==> src/rtl/uart_pkg.sv <==
// Shared UART types used by the receiver, the transmitter and the receive-side buffer.
// Latency: none (types and constants only).
// Backpressure: not applicable.
package uart_pkg;

  localparam int UART_DATA_W = 8;

  typedef logic [UART_DATA_W-1:0] uart_byte_t;

endpackage

==> src/rtl/uart_rx_fifo_if.sv <==
// Byte stream bundle around the receive buffer: receiver strobe in, consumer handshake out.
// Latency: none (wires only).
// Backpressure: in_valid cannot be stalled; the out side is valid/ready.
// Ports: in_valid/in_data (receiver strobe and byte), out_valid/out_data/out_ready (consumer).
//   slave  = view of the buffer itself, master = view of whoever drives it.
interface uart_rx_fifo_if;
  import uart_pkg::*;

  logic       in_valid;
  uart_byte_t in_data;
  logic       out_valid;
  uart_byte_t out_data;
  logic       out_ready;

  modport slave (
    input  in_valid, in_data, out_ready,
    output out_valid, out_data
  );

  modport master (
    output in_valid, in_data, out_ready,
    input  out_valid, out_data
  );

endinterface

==> src/rtl/uart_rx_fifo_byte_fifo.sv <==
// Generic synchronous first-word-fall-through byte FIFO with wrap-bit pointers.
// Latency: a byte pushed at edge N is visible on head_data from cycle N+1.
// Backpressure: none internally; the caller must only push when !full (or popping) and pop when !empty.
// Ports: clk, rst (sync, active-high), push/push_data, pop, head_data, count, full, empty.
module byte_fifo
  import uart_pkg::*;
#(
  parameter int DEPTH = 16
) (
  input  logic                   clk,
  input  logic                   rst,
  input  logic                   push,
  input  uart_byte_t             push_data,
  input  logic                   pop,
  output uart_byte_t             head_data,
  output logic [$clog2(DEPTH):0] count,
  output logic                   full,
  output logic                   empty
);

  localparam int AW = $clog2(DEPTH);
  localparam int PW = AW + 1;

  uart_byte_t     mem [DEPTH];
  logic [PW-1:0]  wr_ptr;
  logic [PW-1:0]  rd_ptr;

  // Pointers carry one extra wrap bit so full and empty are distinguishable
  // without a separate occupancy register; they roll over modulo 2*DEPTH.
  always_ff @(posedge clk) begin
    if (rst) begin
      wr_ptr <= '0;
      rd_ptr <= '0;
    end else begin
      if (push) wr_ptr <= wr_ptr + PW'(1);
      if (pop)  rd_ptr <= rd_ptr + PW'(1);
    end
  end

  // Storage is deliberately not reset; stale entries are never visible
  // because the head is only meaningful while !empty.
  always_ff @(posedge clk) begin
    if (push) mem[wr_ptr[AW-1:0]] <= push_data;
  end

  assign head_data = mem[rd_ptr[AW-1:0]];

  // Modular difference of the wrap-bit pointers is the occupancy 0..DEPTH.
  assign count = wr_ptr - rd_ptr;
  assign empty = (wr_ptr == rd_ptr);
  assign full  = (wr_ptr[AW-1:0] == rd_ptr[AW-1:0]) && (wr_ptr[AW] != rd_ptr[AW]);

endmodule

==> src/rtl/uart_rx_fifo.sv <==
// Receive-side byte buffer behind the UART receiver; drops bytes when full and counts them.
// Latency: one cycle from the in_valid strobe to out_valid/out_data.
// Backpressure: out side is valid/ready; the receiver cannot be stalled, so overflow bytes are dropped.
// Ports: clk, rst (sync, active-high), bus (uart_rx_fifo_if.slave), count, full, empty,
//   overflow (sticky drop flag), drop_cnt (saturating drop count), overflow_clr (clears both).
module uart_rx_fifo
  import uart_pkg::*;
#(
  parameter int DEPTH  = 16,
  parameter int DROP_W = 8
) (
  input  logic                   clk,
  input  logic                   rst,
  uart_rx_fifo_if.slave          bus,
  output logic [$clog2(DEPTH):0] count,
  output logic                   full,
  output logic                   empty,
  output logic                   overflow,
  output logic [DROP_W-1:0]      drop_cnt,
  input  logic                   overflow_clr
);

  logic pop;
  logic push;
  logic drop;

  assign bus.out_valid = !empty;
  assign pop           = bus.out_valid && bus.out_ready;

  // A full FIFO still accepts a byte when the head leaves in the same cycle,
  // which keeps sustained throughput at one byte per cycle.
  assign push = bus.in_valid && (!full || pop);
  assign drop = bus.in_valid && full && !pop;

  byte_fifo #(
    .DEPTH (DEPTH)
  ) u_fifo (
    .clk       (clk),
    .rst       (rst),
    .push      (push),
    .push_data (bus.in_data),
    .pop       (pop),
    .head_data (bus.out_data),
    .count     (count),
    .full      (full),
    .empty     (empty)
  );

  // A drop coinciding with a clear wins, so the dropped byte is never lost
  // from the statistics: the counter restarts at one.
  always_ff @(posedge clk) begin
    if (rst) begin
      overflow <= 1'b0;
      drop_cnt <= '0;
    end else if (drop) begin
      overflow <= 1'b1;
      if (overflow_clr)
        drop_cnt <= DROP_W'(1);
      else if (drop_cnt != '1)
        drop_cnt <= drop_cnt + DROP_W'(1);
    end else if (overflow_clr) begin
      overflow <= 1'b0;
      drop_cnt <= '0;
    end
  end

endmodule

==> src/flat_wrapper.sv <==
// flat-port wrapper written by rule: the top's interface ports become plain ports
module uart_rx_fifo_flat import uart_pkg::*;
#(
  parameter int DEPTH  = 16,
  parameter int DROP_W = 8
)
  (clk, rst, count, full, empty, overflow, drop_cnt, overflow_clr, bus_in_valid, bus_in_data, bus_out_ready, bus_out_valid, bus_out_data);
  uart_rx_fifo_if bus_i ();
  input  logic clk;
  input  logic rst;
  output logic [$clog2(DEPTH):0] count;
  output logic full;
  output logic empty;
  output logic overflow;
  output logic [DROP_W-1:0] drop_cnt;
  input  logic overflow_clr;
  input wire logic [$bits(bus_i.in_valid)-1:0] bus_in_valid;
  input wire logic [$bits(bus_i.in_data)-1:0] bus_in_data;
  input wire logic [$bits(bus_i.out_ready)-1:0] bus_out_ready;
  output wire logic [$bits(bus_i.out_valid)-1:0] bus_out_valid;
  output wire logic [$bits(bus_i.out_data)-1:0] bus_out_data;
  assign bus_i.in_valid = bus_in_valid;
  assign bus_i.in_data = bus_in_data;
  assign bus_i.out_ready = bus_out_ready;
  assign bus_out_valid = bus_i.out_valid;
  assign bus_out_data = bus_i.out_data;
  uart_rx_fifo #(.DEPTH(DEPTH), .DROP_W(DROP_W)) u_core (.clk(clk), .rst(rst), .bus(bus_i), .count(count), .full(full), .empty(empty), .overflow(overflow), .drop_cnt(drop_cnt), .overflow_clr(overflow_clr));
endmodule
==> config.mk <==
export PLATFORM = sky130hd
export DESIGN_NAME = uart_rx_fifo_flat
export DESIGN_NICKNAME = d
export VERILOG_FILES = /design/src/rtl/uart_pkg.sv /design/src/rtl/uart_rx_fifo_if.sv /design/src/rtl/uart_rx_fifo_byte_fifo.sv /design/src/rtl/uart_rx_fifo.sv /design/src/flat_wrapper.sv
export SDC_FILE = /design/constraint.sdc
export NUM_CORES = 1
export LEC_CHECK = 0
export ABC_AREA = 0
export BUFFER_PORTS_ARGS = -buffer_cell sky130_fd_sc_hd__buf_4
export CORE_ASPECT_RATIO = 1.25
export CORE_MARGIN = 2
export CORE_UTILIZATION = 65
export DETAILED_ROUTE_END_ITERATION = 10
export PLACE_DENSITY_LB_ADDON = 0.3
export RECOVER_POWER = 25
export SYNTH_ARGS = -nofsm -noshare
export SYNTH_HDL_FRONTEND = slang
export SYNTH_SLANG_ARGS = --single-unit
==> constraint.sdc <==
create_clock -name clk -period 7.45 [get_ports clk]
set_clock_uncertainty 0.15 [all_clocks]
set_input_delay 0.3725 -clock clk [delete_from_list [all_inputs] [get_ports clk]]
set_output_delay 0.3725 -clock clk [all_outputs]
set_load 0.01 [all_outputs]
==> run summary <==
STATUS
------------------------------------------------------------------------------------------------------
Result of the run ....................................................................... finished clean

STA
------------------------------------------------------------------------------------------------------
Max frequency ...........................................................................    0.327 GHz
Setup TNS ...............................................................................         0 ns
Final Hold Fails ........................................................................            0
Portion of the clock cycle consumed by the worst path in the final layout ...............        0.410
Final setup violation count .............................................................            0
Final-report max-slew violation count ...................................................            0
Final critical delay including setup and external delays ................................      3.06 ns
Final worst hold slack ..................................................................     0.101 ns
Pin slew with the least headroom to its limit ...........................................      1.22 ns
Relative slew slack .....................................................................        0.179
Unrepaired setup endpoints after global routing .........................................           no

SYNTH
------------------------------------------------------------------------------------------------------
Share of synthesized area occupied by flip-flops and latches ............................        0.703
Number of distinct standard cells referenced by the synthesized netlist .................           44
EDFF count, synth .......................................................................          128
Net Count, Synth ........................................................................          381
Number of storage elements in the synthesis netlist .....................................          151
Dominant register cell in the synthesized netlist .......................................     edfxtp_1
Number of warnings reported in the yosys synthesis log ..................................            0
Fraction of synthesis flops using an asynchronous set or reset pin ......................            0
Syn_area_per_cell .......................................................................    17.2 um^2
Gate count of the mapped netlist ........................................................          357
Area of the mapped netlist .............................................................. 0.00612 mm^2

DIE
------------------------------------------------------------------------------------------------------
Floorplan die height ....................................................................       113 um
Initial Utilization .....................................................................        0.667
Core Rows ...............................................................................           39
Die Footprint ...........................................................................  0.0102 mm^2
Chip Width ..............................................................................      90.8 um
Std-Cell Core Area ...................................................................... 0.00917 mm^2
Count of boundary I/O pins ..............................................................           38

CRITICAL PATH
------------------------------------------------------------------------------------------------------
Cells along the critical path ........................................................... ha_1 > nand4_1 > o31a_1 > nand2_1 > nor3_1
Setup CP Type ...........................................................................   reg -> reg
CP max stage cell .......................................................................       nor3_1
Delay of the slowest cell on the worst path .............................................      0.93 ns
Sort of element at the start of the critical path .......................................    flip-flop
Data required, critical path ............................................................      7.32 ns
Arrival time worst endpoint .............................................................      2.93 ns
Nature of the critical path endpoint ....................................................    flip-flop
Worst-path fanout max ...................................................................           10

CLOCK TREE
------------------------------------------------------------------------------------------------------
Count of clock tree sinks ...............................................................          151
Number of hold buffers added after CTS ..................................................            0
Clock latency of the later-clocked register in the worst-skew pair ......................      0.41 ns
Buffers inserted during post-CTS setup optimization .....................................            0
Number of buffers on the longest clock path .............................................            2
Num CTS Buffers .........................................................................           17
Deepest level of the CTS H-tree .........................................................            4
Clock transition at the register clock pins on the worst setup and hold paths after CTS .      0.06 ns
Root buffer cell ........................................................................    clkbuf_16
TritonCTS clock tree ....................................................................          yes
Number of resized instances in the post-cts repair step .................................            0

DRT
------------------------------------------------------------------------------------------------------
Iter 0 DRT Violations ...................................................................          293
Highest metal layer with signal wires ...................................................         met4
Routed wl met3 ..........................................................................       540 um
Antenna Nets Post-Route .................................................................            0
Count of unresolved DRC violations after routing ........................................            0
Wire per inst ...........................................................................      22.2 um
Pre-Repair DR Iteration Count ...........................................................            5
M1 wire length ..........................................................................      4610 um
Detailed Route WL .......................................................................    11,900 um
Ratio of routed vias to standard cells ..................................................         6.22
Routed wire length on met2 ..............................................................      6420 um
Total number of vias ....................................................................        3,342

LAYOUT
------------------------------------------------------------------------------------------------------
Area growth from synthesis to final layout ..............................................        15.2%
Fraction of layout instances using a drive strength above 1 .............................        0.249
Diode insertion count for antenna repair ................................................            0
Post-layout utilization of the core .....................................................        0.769
Number of nets in the final layout ......................................................          425
Non-Filler Instances ....................................................................          537

GLOBAL ROUTING
------------------------------------------------------------------------------------------------------
GRT Resource Usage Total ................................................................        0.253
Via count of the first global-routing pass ..............................................        3,382
Wire length of the first global-routing pass ............................................    18,500 um
Pin count of the biggest net entering global routing ....................................           33
Antenna violations before repair ........................................................            0
Aggregate global routing overflow .......................................................            0

PLACE
------------------------------------------------------------------------------------------------------
Instance count after placement with tap cells included ..................................          505
Total of buffers placed on input and output ports .......................................           37
Weighted congestion at the end of routability-driven global placement ...................        0.851
Detailed-placement wirelength estimate ..................................................      7440 um

POWER AND IR DROP
------------------------------------------------------------------------------------------------------
VDD IR max ..............................................................................     0.184 mV
Cell Pwr Density ........................................................................  286 mW/mm^2
Leakage Power ...........................................................................   0.00234 uW

RUN
------------------------------------------------------------------------------------------------------
Number of maximum-capacitance violations ................................................            0

WORST HOLD PATH
------------------------------------------------------------------------------------------------------
Path type of the worst min-delay path ...................................................    in -> reg

final timing paths:
check / to / start / slack [ns] / depth (start not counted)
worst min register to register: u_core.overflow / u_core.overflow / 0.33 / 2
worst max register to register: u_core.u_fifo.mem[0][7] / u_core.u_fifo.wr_ptr[2] / 4.39 / 5
worst max-delay path: u_core.u_fifo.mem[0][7] / u_core.u_fifo.wr_ptr[2] / 4.39 / 5
worst min-delay path: u_core.overflow / rst / 0.10 / 2
critical path: cells and delay by family (launching register included):
kind,cells,cell delay [ns]
AND/OR/NAND/NOR,3,1.36
flip-flops,1,0.52
adder cells (fa/ha/maj),1,0.36
AO/OA/AOI/OAI,1,0.29
cells by family after synthesis:
kind of cell | synth area share
flip-flops | 0.703
AND/OR/NAND/NOR | 0.0646
AO/OA/AOI/OAI | 0.0519
multiplexers | 0.123
buffers and inverters | 0.0159
XOR/XNOR | 0.0182
adder cells (fa/ha/maj) | 0.0237
registers in the layout, indices dropped and copies added (netlist names), named ones only:
name and cells:
u_core.drop_cnt 8, u_core.overflow 1, u_core.u_fifo.mem 128, u_core.u_fifo.rd_ptr 5
u_core.u_fifo.wr_ptr 5
per-layer routing:
| layer | vias up | GRT usage |
|---|---|---|
| met4 | 0 | 0.130 |
| met2 | 125 | 0.439 |
| met5 | - | 0 |
| li1 | 1507 | - |
| met1 | 1687 | 0.301 |
| met3 | 23 | 0.0503 |
Yosys cell counts (2+ instances only):
cell,n,share of area
a21o_1,2,0.0025
a21oi_1,12,0.0098
a22oi_1,16,0.020
and2_1,2,0.0020
and3_1,4,0.0041
and4_1,2,0.0029
buf_1,4,0.0025
buf_2,3,0.0025
clkbuf_1,7,0.0043
dfxtp_1,23,0.075
edfxtp_1,128,0.63
ha_1,10,0.020
inv_1,11,0.0067
mux2i_1,2,0.0033
mux4_2,32,0.12
nand2_1,15,0.0092
nand2b_1,3,0.0031
nand3_1,5,0.0041
nand4_1,4,0.0041
nor2_1,28,0.017
nor2b_1,3,0.0031
nor3_1,4,0.0033
o21ai_0,5,0.0041
o31ai_1,2,0.0025
or3_1,3,0.0031
or4_1,2,0.0025
xnor2_1,6,0.0086
xor2_1,3,0.0043
area by class of cell:
type / count / area [um^2]
Tap cell: 123 / 154
Timing Repair Buffer: 39 / 270
Inverter: 11 / 41.3
Fill cell: 554 / 2120
Clock buffer: 18 / 429
Clock inverter: 14 / 134
Sequential cell: 151 / 4310
Multi-Input combinational cell: 181 / 1720
placed cells by master (no fill, tap or decap), drive strengths merged, types with 6 or more instances in the layout:
cell type | synthesis | routed
clkinv | 0 | 8
buf | 7 | 33
mux4 | 32 | 32
clkbuf | 7 | 24
ha | 10 | 10
nand3 | 6 | 6
nand2 | 15 | 15
dfxtp | 23 | 23
a22oi | 16 | 16
edfxtp | 128 | 128
a21oi | 12 | 12
xnor2 | 7 | 7
inv | 11 | 12
nor2 | 28 | 28
power breakdown:
group,total [uW],switching (uW),internal (uW),leakage [uW]
sequential,939,7.94,932,0.00134
clock,799,311,488,0.000273
combinational,277,140,137,0.000722
total,2020,459,1560,0.00234
through the flow:
step	cell area, um^2	setup WS [ns]	total power, uW
CTS	7080	4.38	2030
finish	7060	4.39	2020
global placement	6520	4.53	1230
detailed placement	6520	4.43	1230
floorplan	6120	4.93	1140
global route	7060	4.15	2080
Power figures use the tool's default switching activity.
